[src/rtl/ps2_mouse_pkg.sv]
// Shared types and constants for the PS/2 mouse packet decoder.
//   state_t : packet assembly state (which byte is expected next)
//   hdr_t   : byte-0 fields kept while bytes 1 and 2 arrive
package ps2_mouse_pkg;

  localparam int unsigned PKT_BYTES = 3;

  // Byte-0 bit positions
  localparam int unsigned BTN_L   = 0;
  localparam int unsigned BTN_R   = 1;
  localparam int unsigned BTN_M   = 2;
  localparam int unsigned ALWAYS1 = 3;
  localparam int unsigned XSIGN   = 4;
  localparam int unsigned YSIGN   = 5;
  localparam int unsigned XOVF    = 6;
  localparam int unsigned YOVF    = 7;

  typedef enum logic [$clog2(PKT_BYTES)-1:0] {
    WAIT_B0,
    WAIT_B1,
    WAIT_B2
  } state_t;

  // Byte-0 header without the constant sync bit
  typedef struct packed {
    logic       y_ovf;
    logic       x_ovf;
    logic       y_sign;
    logic       x_sign;
    logic [2:0] btn;    // {middle,right,left}
  } hdr_t;

endpackage

[src/rtl/ps2_axis_accum.sv]
// One axis of the mouse position: adds a 9-bit signed delta to the current
// position and saturates the result to [0, MAX].
//   clk_i   : clock
//   rst_i   : synchronous active-high reset, position returns to INIT
//   i_en    : apply i_delta this cycle
//   i_delta : 9-bit two's-complement movement
//   o_pos   : registered position
module ps2_axis_accum #(
  parameter int unsigned POS_W  = 12,
  parameter int unsigned MAX    = 639,
  parameter int unsigned INIT   = 320,
  parameter bit          INVERT = 1'b0
) (
  input  logic             clk_i,
  input  logic             rst_i,
  input  logic             i_en,
  input  logic [8:0]       i_delta,
  output logic [POS_W-1:0] o_pos
);

  // Two spare bits: one for sign, one for headroom above the position range
  localparam int unsigned SW = POS_W + 2;

  logic [POS_W-1:0]     r_pos;
  logic signed [SW-1:0] w_delta;
  logic signed [SW-1:0] w_step;
  logic signed [SW-1:0] w_sum;
  logic [POS_W-1:0]     w_pos_nxt;

  // Sign-extend, optionally negate (screen y grows downward), then saturate
  always_comb begin
    w_delta   = {{(SW-9){i_delta[8]}}, i_delta};
    w_step    = INVERT ? -w_delta : w_delta;
    w_sum     = $signed({2'b00, r_pos}) + w_step;
    w_pos_nxt = w_sum[POS_W-1:0];
    if (w_sum[SW-1]) begin
      w_pos_nxt = '0;
    end else if (w_sum[SW-2:0] > (SW-1)'(MAX)) begin
      w_pos_nxt = POS_W'(MAX);
    end
  end

  always_ff @(posedge clk_i) begin
    if (rst_i) begin
      r_pos <= POS_W'(INIT);
    end else if (i_en) begin
      r_pos <= w_pos_nxt;
    end
  end

  assign o_pos = r_pos;

endmodule

[src/rtl/ps2_mouse_packet_decoder.sv]
// Assembles 3-byte PS/2 mouse packets from the receiver byte stream, keeps
// clamped x/y positions and the button state, and flags new packets with a
// sticky valid that ack_i clears.
//   clk_i, rst_i            : clock, synchronous active-high reset
//   rx_valid_i/rx_data_i    : received byte strobe and data
//   rx_err_i                : receive error, qualified by rx_valid_i
//   ack_i                   : clears pkt_valid_o and overrun_o
//   x_pos_o/y_pos_o         : accumulated positions
//   buttons_o               : {middle,right,left} from last packet
//   pkt_valid_o/overrun_o   : sticky new-packet / lost-packet flags
//   sync_err_o              : one-cycle pulse on discarded byte or timeout
module ps2_mouse_packet_decoder
  import ps2_mouse_pkg::*;
#(
  parameter int unsigned POS_W          = 12,
  parameter int unsigned X_MAX          = 639,
  parameter int unsigned Y_MAX          = 479,
  parameter int unsigned X_INIT         = 320,
  parameter int unsigned Y_INIT         = 240,
  parameter bit          Y_INVERT       = 1'b1,
  parameter int unsigned TIMEOUT_CYCLES = 250000
) (
  input  logic             clk_i,
  input  logic             rst_i,
  input  logic             rx_valid_i,
  input  logic [7:0]       rx_data_i,
  input  logic             rx_err_i,
  input  logic             ack_i,
  output logic [POS_W-1:0] x_pos_o,
  output logic [POS_W-1:0] y_pos_o,
  output logic [2:0]       buttons_o,
  output logic             pkt_valid_o,
  output logic             overrun_o,
  output logic             sync_err_o
);

  localparam int unsigned TO_W = (TIMEOUT_CYCLES > 1) ? $clog2(TIMEOUT_CYCLES) : 1;

  state_t          r_state;
  state_t          w_state_nxt;
  logic [TO_W-1:0] r_to_cnt;
  hdr_t            r_hdr;
  logic [7:0]      r_b1;
  logic [2:0]      r_buttons;
  logic            r_pkt_valid;
  logic            r_overrun;
  logic            r_sync_err;

  logic            w_good;
  logic            w_bad;
  logic            w_timeout;
  logic            w_store_b0;
  logic            w_store_b1;
  logic            w_pkt_done;
  logic            w_sync_err;
  logic [8:0]      w_dx;
  logic [8:0]      w_dy;

  assign w_good    = rx_valid_i & ~rx_err_i;
  assign w_bad     = rx_valid_i & rx_err_i;
  // Timeout only while a packet is partially received and no byte arrives
  assign w_timeout = (r_state != WAIT_B0) && !rx_valid_i &&
                     (r_to_cnt == TO_W'(TIMEOUT_CYCLES - 1));

  // State register
  always_ff @(posedge clk_i) begin
    if (rst_i) begin
      r_state <= WAIT_B0;
    end else begin
      r_state <= w_state_nxt;
    end
  end

  // Next-state logic; receive errors override normal byte handling
  always_comb begin
    w_state_nxt = r_state;
    if (w_bad) begin
      w_state_nxt = WAIT_B0;
    end else if (rx_valid_i) begin
      case (r_state)
        WAIT_B0: if (rx_data_i[ALWAYS1]) w_state_nxt = WAIT_B1;
        WAIT_B1: w_state_nxt = WAIT_B2;
        WAIT_B2: w_state_nxt = WAIT_B0;
        default: w_state_nxt = WAIT_B0;
      endcase
    end else if (w_timeout) begin
      w_state_nxt = WAIT_B0;
    end
  end

  // Per-state action strobes
  always_comb begin
    w_store_b0 = 1'b0;
    w_store_b1 = 1'b0;
    w_pkt_done = 1'b0;
    w_sync_err = w_bad | w_timeout;
    if (w_good) begin
      case (r_state)
        WAIT_B0: begin
          w_store_b0 = rx_data_i[ALWAYS1];
          w_sync_err = ~rx_data_i[ALWAYS1];
        end
        WAIT_B1: w_store_b1 = 1'b1;
        WAIT_B2: w_pkt_done = 1'b1;
        default: w_sync_err = 1'b1;
      endcase
    end
  end

  // Byte storage, flags and idle counter
  always_ff @(posedge clk_i) begin
    if (rst_i) begin
      r_hdr       <= '0;
      r_b1        <= '0;
      r_buttons   <= '0;
      r_pkt_valid <= 1'b0;
      r_overrun   <= 1'b0;
      r_sync_err  <= 1'b0;
      r_to_cnt    <= '0;
    end else begin
      r_sync_err <= w_sync_err;
      if (w_store_b0) begin
        r_hdr <= '{y_ovf:  rx_data_i[YOVF],
                   x_ovf:  rx_data_i[XOVF],
                   y_sign: rx_data_i[YSIGN],
                   x_sign: rx_data_i[XSIGN],
                   btn:    {rx_data_i[BTN_M], rx_data_i[BTN_R], rx_data_i[BTN_L]}};
      end
      if (w_store_b1) begin
        r_b1 <= rx_data_i;
      end
      // A packet completing under ack wins: valid set, overrun cleared
      if (w_pkt_done) begin
        r_buttons   <= r_hdr.btn;
        r_pkt_valid <= 1'b1;
        if (ack_i) begin
          r_overrun <= 1'b0;
        end else if (r_pkt_valid) begin
          r_overrun <= 1'b1;
        end
      end else if (ack_i) begin
        r_pkt_valid <= 1'b0;
        r_overrun   <= 1'b0;
      end
      if (rx_valid_i || (w_state_nxt == WAIT_B0)) begin
        r_to_cnt <= '0;
      end else begin
        r_to_cnt <= r_to_cnt + TO_W'(1);
      end
    end
  end

  // Overflowed axes contribute no movement
  assign w_dx = r_hdr.x_ovf ? 9'd0 : {r_hdr.x_sign, r_b1};
  assign w_dy = r_hdr.y_ovf ? 9'd0 : {r_hdr.y_sign, rx_data_i};

  ps2_axis_accum #(
    .POS_W  (POS_W),
    .MAX    (X_MAX),
    .INIT   (X_INIT),
    .INVERT (1'b0)
  ) u_x_accum (
    .clk_i   (clk_i),
    .rst_i   (rst_i),
    .i_en    (w_pkt_done),
    .i_delta (w_dx),
    .o_pos   (x_pos_o)
  );

  ps2_axis_accum #(
    .POS_W  (POS_W),
    .MAX    (Y_MAX),
    .INIT   (Y_INIT),
    .INVERT (Y_INVERT)
  ) u_y_accum (
    .clk_i   (clk_i),
    .rst_i   (rst_i),
    .i_en    (w_pkt_done),
    .i_delta (w_dy),
    .o_pos   (y_pos_o)
  );

  assign buttons_o   = r_buttons;
  assign pkt_valid_o = r_pkt_valid;
  assign overrun_o   = r_overrun;
  assign sync_err_o  = r_sync_err;

endmodule
[config.mk]
export PLATFORM = sky130hd
export DESIGN_NAME = ps2_mouse_packet_decoder
export DESIGN_NICKNAME = d
export VERILOG_FILES = /design/src/rtl/ps2_mouse_pkg.sv /design/src/rtl/ps2_axis_accum.sv /design/src/rtl/ps2_mouse_packet_decoder.sv
export SDC_FILE = /design/constraint.sdc
export NUM_CORES = 1
export LEC_CHECK = 0
export ABC_AREA = 1
export CAP_MARGIN = 20
export CORE_AREA = 2 2 71 123
export DETAILED_ROUTE_END_ITERATION = 8
export DIE_AREA = 0 0 73 125
export PLACE_DENSITY = 0.75
export SYNTH_ARGS = -nofsm -noshare
export SYNTH_HDL_FRONTEND = slang
export SYNTH_SLANG_ARGS = --single-unit
export TNS_END_PERCENT = 1
[constraint.sdc]
create_clock -name clk_i -period 2.45 [get_ports clk_i]
set_input_delay 0.49 -clock clk_i [delete_from_list [all_inputs] [get_ports clk_i]]
set_output_delay 0.49 -clock clk_i [all_outputs]
set_load 0.01 [all_outputs]
==> results list, run 1 <==
- Of the total synthesized cell area, the portion taken by full adders, half adders and majority gates is 0.0949.
- Of the total power, the clock network draws 0.431.
- In this run the horizontal extent of the chip is 73 um.
* Critical path data arrival time: 2.59 ns
* Internal power: 2.05 mW
* Cell variety after synth: 36
* Number of endpoints failing setup at the final stage: 0
- Of the total power, the share spent switching nets is 0.261.
- After the first detailed-routing iteration, the DRC count stood at 242.
- For this run, design rule violations remaining after detail routing come to 0.
- Number of global-route vias before repair: 4,212
* Synth Register Bits: 65
- The number of clock buffers added by TritonCTS is 9.
- Lkg Pwr: 2.55 nW
- CTS tree: done
- A synthesized cell averages 6.59 um2.
- The routed layout has 4,306 vias.
- The first global-routing pass estimated 18,500 um of wire.
- Measured on the finished design, the core utilization comes to 0.674.
- Relative to the synthesized area, the layout overhead comes to 34.5%.
- Initial Util: 0.502
- Net switching power: 727 uW
- Total power for the finished layout comes to 2.78 mW.
- The clock arrives with 0.00546 ns of skew.
* Max Fclk: 0.430 GHz
- The smallest clock period supported by the final layout is computed as 2.33 ns.
* Maximum number of pins on one net before global-route repair: 26
- Clock tree buffer depth: 2
- In the finished design, the share of the clock period the worst path needs comes to 0.949.
- Of the total power, combinational logic draws 0.180.
- Peak supply drop: 0.378 mV
- Input and output buffers added on the ports amount to 42.
- Of all nets on the critical path, the largest fanout is 4.
- RSZ-0062 raised after global routing: yes
- Area fraction in and, or, nand and nor cells after synthesis: 0.345
* Die height: 125 um
- Commonest non-fill, non-tap cell in the layout: sky130_fd_sc_hd__nand2_1
- Clock sink total: 65
- Reg-to-reg slack, setup: 0.14 ns
- Multiplexer fraction of the synthesized cell area: 0
* Post-Synthesis Cells: 624
* Sequential fraction of the synthesis area: 0.316
- Share of power burned in registers: 0.389
* Final estimated routing congestion in global placement: 0.944
- Pre-antenna DRT Iters: 6
- Number of nets produced by synthesis: 667
- In the final routed layout, each cell accounts on average for 14.5 um.
- Of the total synthesized cell area, the portion taken by XOR and XNOR cells is 0.0532.
* Total number of nets in the final design: 756
- Post-detailed-route count of antenna-violating nets: 0
* Required time of the critical path: 2.72 ns
* Commonest cells after routing, fill and taps aside: sky130_fd_sc_hd__nand2_1, sky130_fd_sc_hd__inv_1, sky130_fd_sc_hd__dfxtp_1, sky130_fd_sc_hd__nor2_1, sky130_fd_sc_hd__nand3_1
- Slew @ Worst Pin: 0.474 ns
- Area of the mapped netlist: 4110 um2
- The area fraction in compound gates after synthesis came to 0.0955.
- Total of fill cells in the finished design: 685
- Number of buffers inserted by hold repair at cts: 0
- Ratio of cells with drive above 1 in the final layout: 0.183
* H-tree Lvls: 3
* Number of rows in the core area: 44
- Number of maximum-capacitance constraint violations: 0
- Rel. slew slack: 0.683
- The total overflow left after global routing is 0.
- PwrDens: 503 nW/um2
- During I/O placement, the number of pins put on the boundary was 43.
* Clock-pin slew on the worst setup and hold paths: 0.05 ns
* Hold crit path type: register to register
* Floorplan core area: 8200 um2
- The worst setup path is of the primary input to register kind.
* GRT Total Usage: 0.258
- Final sum of negative setup slack: 0 ns
* Outcome: finished clean
- Main combinational cell family by area after synthesis: simple AND/OR/NAND/NOR gates
- Full die area: 9130 um2
- Final-report hold violation count: 0
* Max Transition Viols Final: 0
- CTS Root Buffer Type: sky130_fd_sc_hd__clkbuf_16
- Ant. Diodes: 0
* Clk_lat worst skew: 0.33 ns
* Number of warnings printed during yosys synthesis: 0
- The wire-length estimate of the detail-placed layout is 8570 um.
- Critical Path Source Type: primary input
- The initial antenna violation count was 0.
- In the routed layout, each cell is associated on average with a via count of 5.34.
- Wire length after detailed routing: 11,700 um
- The worst setup path is captured at a register.
-- worst max-delay path, cell delays in order --
cell	delay [ns]
sky130_fd_sc_hd__clkdlybuf4s50_1	0.52
sky130_fd_sc_hd__nand2_2	0.10
sky130_fd_sc_hd__ha_4	0.28
sky130_fd_sc_hd__nand3_1	0.13
sky130_fd_sc_hd__nand3_2	0.14
sky130_fd_sc_hd__nand2_1	0.08
sky130_fd_sc_hd__nand2_1	0.08
sky130_fd_sc_hd__nand3_1	0.11
sky130_fd_sc_hd__nand3_1	0.11
sky130_fd_sc_hd__nand2_2	0.10
sky130_fd_sc_hd__nor2_2	0.24
sky130_fd_sc_hd__nand2_1	0.09
sky130_fd_sc_hd__a21oi_1	0.11
-- routing by layer --
| layer | wire (um) | GRT usage |
|---|---|---|
| met4 | 461 | 0.121 |
| met2 | 6610 | 0.494 |
| met3 | 446 | 0.0467 |
| met5 | 0 | 0 |
| met1 | 4180 | 0.250 |
-- through the flow --
step / hold slack, ns / instance area, um2 / setup slack (ns) / std cells
floorplan: 0.413 / 4110 / 0.0799 / 624
detailed placement: 0.437 / 4930 / -0.481 / 790
global route: 0.467 / 5530 / -0.0575 / 807
global placement: 0.423 / 4930 / -0.417 / 790
CTS: 0.444 / 5230 / 0.00642 / 804
finish: 0.439 / 5530 / 0.125 / 807
-- sequential cells by signal, summed over array words and instances (netlist names) --
register,cells
u_x_accum.o_pos,12
r_state,2
pkt_valid_o,1
sync_err_o,1
u_y_accum.o_pos,12
r_b1,8
buttons_o,3
r_hdr,7
r_to_cnt,18
overrun_o,1
-- final cells by class --
type / instances / area (um2) / area share
Clock inverter: 1 / 30.0 / 0.00543
Timing Repair Buffer: 88 / 781 / 0.141
Sequential cell: 65 / 1310 / 0.236
Tap cell: 92 / 115 / 0.0208
Multi-Input combinational cell: 460 / 2730 / 0.493
Clock buffer: 12 / 236 / 0.0428
Inverter: 89 / 337 / 0.0608
-- power groups by stage --
stage / Combinational, mW / Clock (mW) / Sequential [mW]
final: 0.501 / 1.20 / 1.08
after global routing: 0.545 / 1.25 / 1.08
after CTS: 0.430 / 1.21 / 1.08
after detailed placement: 0.415 / 0 / 1.10
after global placement: 0.410 / 0 / 1.10
after floorplan: 0.251 / 0 / 1.10
-- timing repair --
| item | 4_1_cts | 5_1_grt |
|---|---|---|
| cloned | 0 | 2 |
| setup endpoints to repair | 9 | 19 |
| pin swaps | 1 | 19 |
| gates resized for setup | 9 | 64 |
| setup buffers | 1 | 1 |
-- cells in the mapped netlist, drive strengths merged --
| cell | n | area share |
|---|---|---|
| clkbuf | 10 | 0.0091 |
| and2 | 1 | 0.0018 |
| nor4 | 1 | 0.0015 |
| nand2 | 179 | 0.17 |
| a21o | 1 | 0.0018 |
| xnor2 | 17 | 0.036 |
| inv | 88 | 0.081 |
| dfxtp | 65 | 0.32 |
| nand3 | 57 | 0.071 |
| nand3b | 3 | 0.0064 |
| ha | 28 | 0.085 |
| a41oi | 1 | 0.0040 |
| xor2 | 8 | 0.017 |
| nand4 | 15 | 0.023 |
| buf | 2 | 0.0040 |
| nor3 | 5 | 0.0085 |
| and3 | 1 | 0.0015 |
| a211oi | 1 | 0.0018 |
| fa | 2 | 0.0097 |
| nor2 | 68 | 0.065 |
| o21ai | 20 | 0.024 |
| o21a | 2 | 0.0036 |
| o31ai | 1 | 0.0018 |
| clkinv | 1 | 0.00091 |
| a21oi | 47 | 0.058 |
-- cell families (layout without fill, tap and decap cells) --
group | after synthesis | in the layout
DFF | 65 | 65
buffers and inverters | 101 | 190
adders and majority gates | 30 | 30
and+or+nand+nor | 330 | 332
AOI/OAI and AO/OA | 73 | 73
xor gates and xnor gates | 25 | 25
-- final timing paths --
check / from / cells past startpoint / endpoint
max: rx_data_i[1] / 13 / u_y_accum.o_pos[8]$_SDFFE_PP0P_
min: r_to_cnt[0]$_SDFF_PP0_ / 1 / r_to_cnt[0]$_SDFF_PP0_
max reg2reg: r_hdr[5]$_SDFFE_PP0P_ / 15 / u_x_accum.o_pos[9]$_SDFFE_PP0P_
min reg2reg: r_to_cnt[0]$_SDFF_PP0_ / 1 / r_to_cnt[0]$_SDFF_PP0_
Note: power is estimated with default switching activity, not from simulation.
==> run 2: changes to the inputs <==
- REMOVE_ABC_BUFFERS: unset -> 1
- clock period: 2.45 -> 1.9 ns (I/O delays scaled with it)
==> run 2 against run 1 <==
Effect of this change:
- the flow now finishes with violations (negative setup slack)
- cell count increased by 9.7%
- global-route usage increased by 5.5 points
- total power up 38%
- critical path depth rose by 1
- clock power up 31%
- design area rose by 19%
- worst setup slack lost 0.58 ns
- clock skew rose by 0.0011 ns
- largest power group unchanged
==> results list, run 2 (synthesized netlist as in run 1, its figures left out) <==
* Outcome: finished with violations
- Violated checks: negative setup slack
* Critical Path Source Type: register
- The port buffer count came to 42 (unchanged).
- The arrival time at the worst endpoint was 2.57 ns (-0.02 ns).
- Final critical delay including setup and external delays: 2.36 ns
* RSZ-0062 raised after global routing: yes
* Slew @ Worst Pin: 0.483 ns (+0.00869 ns)
- CTS Root Buffer Type: sky130_fd_sc_hd__clkbuf_16
- The worst-case clock buffer depth was 2 (unchanged).
* Required time of the critical path: 2.11 ns (-0.61 ns)
- The fraction of layout instances using a drive strength above 1 was 0.374 (+0.191).
* GRT overflow: 0 (unchanged)
* Commonest cells after routing, fill and taps aside: sky130_fd_sc_hd__nand2_1, sky130_fd_sc_hd__buf_4, sky130_fd_sc_hd__inv_1, sky130_fd_sc_hd__dfxtp_1, sky130_fd_sc_hd__nand2_2
- In this run the worst setup path terminates at u_y_accum.o_pos[3]$_SDFFE_PP0P_.
- The most critical setup path has its startpoint at r_hdr[6]$_SDFFE_PP0P_.
- The first-pass GRT wire length came to 22,200 um (+20%).
- Count of routing violations after the opening detailed-route iteration: 309 (+28%)
- The peak supply drop came to 0.536 mV (+42%).
- Capture instance of the worst register-to-register path: u_y_accum.o_pos[3]$_SDFFE_PP0P_
* Setup slack at placement: -0.971 ns (-0.491 ns)
* Number of endpoints failing setup at the final stage: 19 (+19)
- Crit end category: register
* GRT Total Usage: 0.312 (+0.0547)
- Rel. slew slack: 0.677 (-0.00580)
- The total placed cells including tap cells was 853 (+8.0%).
- Final-report hold violation count: 0 (unchanged)
- The per-cell routed wire length was 18.3 um (+26%).
* Number of maximum-capacitance constraint violations: 0 (unchanged)
- Post-detailed-route count of antenna-violating nets: 0 (unchanged)
* Total number of vias: 5,065 (+18%)
- Full die area: 9130 um2 (unchanged)
- Placed Instance Area: 5410 um2 (+9.9%)
* Overall power after layout: 3.82 mW (+38%)
- Ports placed on the boundary: 43 (unchanged)
- The power per unit of standard cell area was 579 nW/um2 (+15%).
- Layout Utilization: 0.805 (+0.130)
* Number of global-route vias before repair: 5,041 (+20%)
- Clock sink total: 65 (unchanged)
* Register bank with the most flops: r_to_cnt
* Max Transition Viols Final: 0 (unchanged)
* Worst Reg2Reg Path Length in Cells: 14 (-1)
* Layout overhead on the synthesized area: 60.4%
- The worst-case clock skew was 0.00656 ns (+0.00110 ns).
- The TritonCTS buffer count was 9 (unchanged).
* Worst hold margin: 0.450 ns (+0.0111 ns)
- Max Fclk: 0.424 GHz
* Worst setup margin: -0.458 ns (-0.582 ns)
* Initial antenna violation count: 1 (+1)
- Lkg Pwr: 3.01 nW (+18%)
* Die height: 125 um (unchanged)
* CTS tree: done
- Detail-routed via count per cell: 5.72 (+7.3%)
- The detailed-router iteration count before antenna repair is 5 (-1).
* Max FFs per register: 18 (unchanged)
- The final-stage net count was 831 (+9.9%).
- Post-route cell area: 6600 um2 (+19%)
- Post-route DRC violation count: 0 (unchanged)
* Period utilization: 1.24
- Final std cells w/o fill: 885 (+9.7%)
- Worst setup path class: register to register
- Initial Util: 0.502 (unchanged)
* Wire length after detailed routing: 16,200 um (+39%)
- Half-perimeter wire length after detailed placement: 8920 um (+4.1%)
* Final sum of negative setup slack: -7.39 ns (-7.39 ns)
- Die span in x: 73 um (unchanged)
- The weighted congestion at the end of routability-driven global placement is 0.961 (+1.8%).
- Clock-pin slew on the worst setup and hold paths: 0.06 ns (about the same)
- Hold crit path type: register to register
- The area of the core is 8200 um2 (unchanged).
- Clk_lat worst skew: 0.34 ns (about the same)
* Crit Reg-Reg Startpoint: r_hdr[6]$_SDFFE_PP0P_
- The largest driver fanout on the critical path is 8 (+4).
- H-tree Lvls: 3 (unchanged)
- The largest net degree at the start of global routing is 26 (unchanged).
- Reg-to-reg slack, setup: -0.46 ns (-0.60 ns)
- Number of rows in the core area: 44 (unchanged)
* Commonest non-fill, non-tap cell in the layout: sky130_fd_sc_hd__nand2_1
run 2: cell types whose count changed in the layout (fill, tap and decap cells not counted), sizes merged:
cell and delta:
buf +75, diode +1, dlymetal6s2s -2, clkbuf +1, clkinv +1, dlygate4sd2 +5
bufinv -1, clkinvlp +1, clkdlybuf4s50 -3
run 2: worst min path at each step:
stage | slack, ns | to | start | cells after the start
finish | 0.45 | r_to_cnt[0]$_SDFF_PP0_ | r_to_cnt[0]$_SDFF_PP0_ | 1
global route | 0.47 | r_to_cnt[0]$_SDFF_PP0_ | r_to_cnt[0]$_SDFF_PP0_ | 1
CTS | 0.44 | r_to_cnt[0]$_SDFF_PP0_ | r_to_cnt[0]$_SDFF_PP0_ | 1
detailed placement | 0.43 | r_to_cnt[0]$_SDFF_PP0_ | r_to_cnt[0]$_SDFF_PP0_ | 1
global placement | 0.43 | r_to_cnt[0]$_SDFF_PP0_ | r_to_cnt[0]$_SDFF_PP0_ | 1
floorplan | 0.41 | r_to_cnt[0]$_SDFF_PP0_ | r_to_cnt[0]$_SDFF_PP0_ | 1
run 2: layout make-up:
cell class                      instances  area, um2
Sequential cell                        65       1310
Timing Repair Buffer                  163       1370
Fill cell                             453       1600
Tap cell                               92        115
Clock inverter                          2       12.5
Clock buffer                           13        270
Antenna cell                            1       2.50
Multi-Input combinational cell        460       3180
Inverter                               89        342
run 2: power by group:
group / switching [mW] / internal [mW] / total, mW
logic: 0.485 / 0.373 / 0.858
clock network: 0.591 / 0.979 / 1.57
registers: 0.0167 / 1.38 / 1.40
total: 1.09 / 2.73 / 3.82
run 2: critical path, stage by stage (launching register included):
cell                      delay, ns
sky130_fd_sc_hd__dfxtp_4       0.36
sky130_fd_sc_hd__inv_6         0.08
sky130_fd_sc_hd__buf_8         0.14
sky130_fd_sc_hd__nand2_2       0.08
sky130_fd_sc_hd__ha_4          0.32
sky130_fd_sc_hd__nand2_1       0.16
sky130_fd_sc_hd__nor2_1        0.18
sky130_fd_sc_hd__nand3_1       0.12
sky130_fd_sc_hd__nand4_1       0.15
sky130_fd_sc_hd__nand2_1       0.11
sky130_fd_sc_hd__nor2_4        0.15
sky130_fd_sc_hd__buf_4         0.14
sky130_fd_sc_hd__nand4_1       0.08
sky130_fd_sc_hd__nand2_1       0.09
sky130_fd_sc_hd__a21oi_2       0.06
run 2: repair_timing:
action                     4_1_cts  5_1_grt
hold buffers                     0        0
setup endpoints to repair       19       38
resized for setup              114       78
pin swaps                       56       37
setup buffers                   13        1
cloned                           1        1
run 2: per-layer routing:
layer	vias to the layer above	GRT usage	share of wire	wire length (um)
met2	295	0.596	0.52	8450
met4	0	0.210	0.097	1570
met1	2307	0.276	0.32	5250
met3	138	0.0564	0.058	938
met5	-	0	0	0
li1	2325	-	-	-
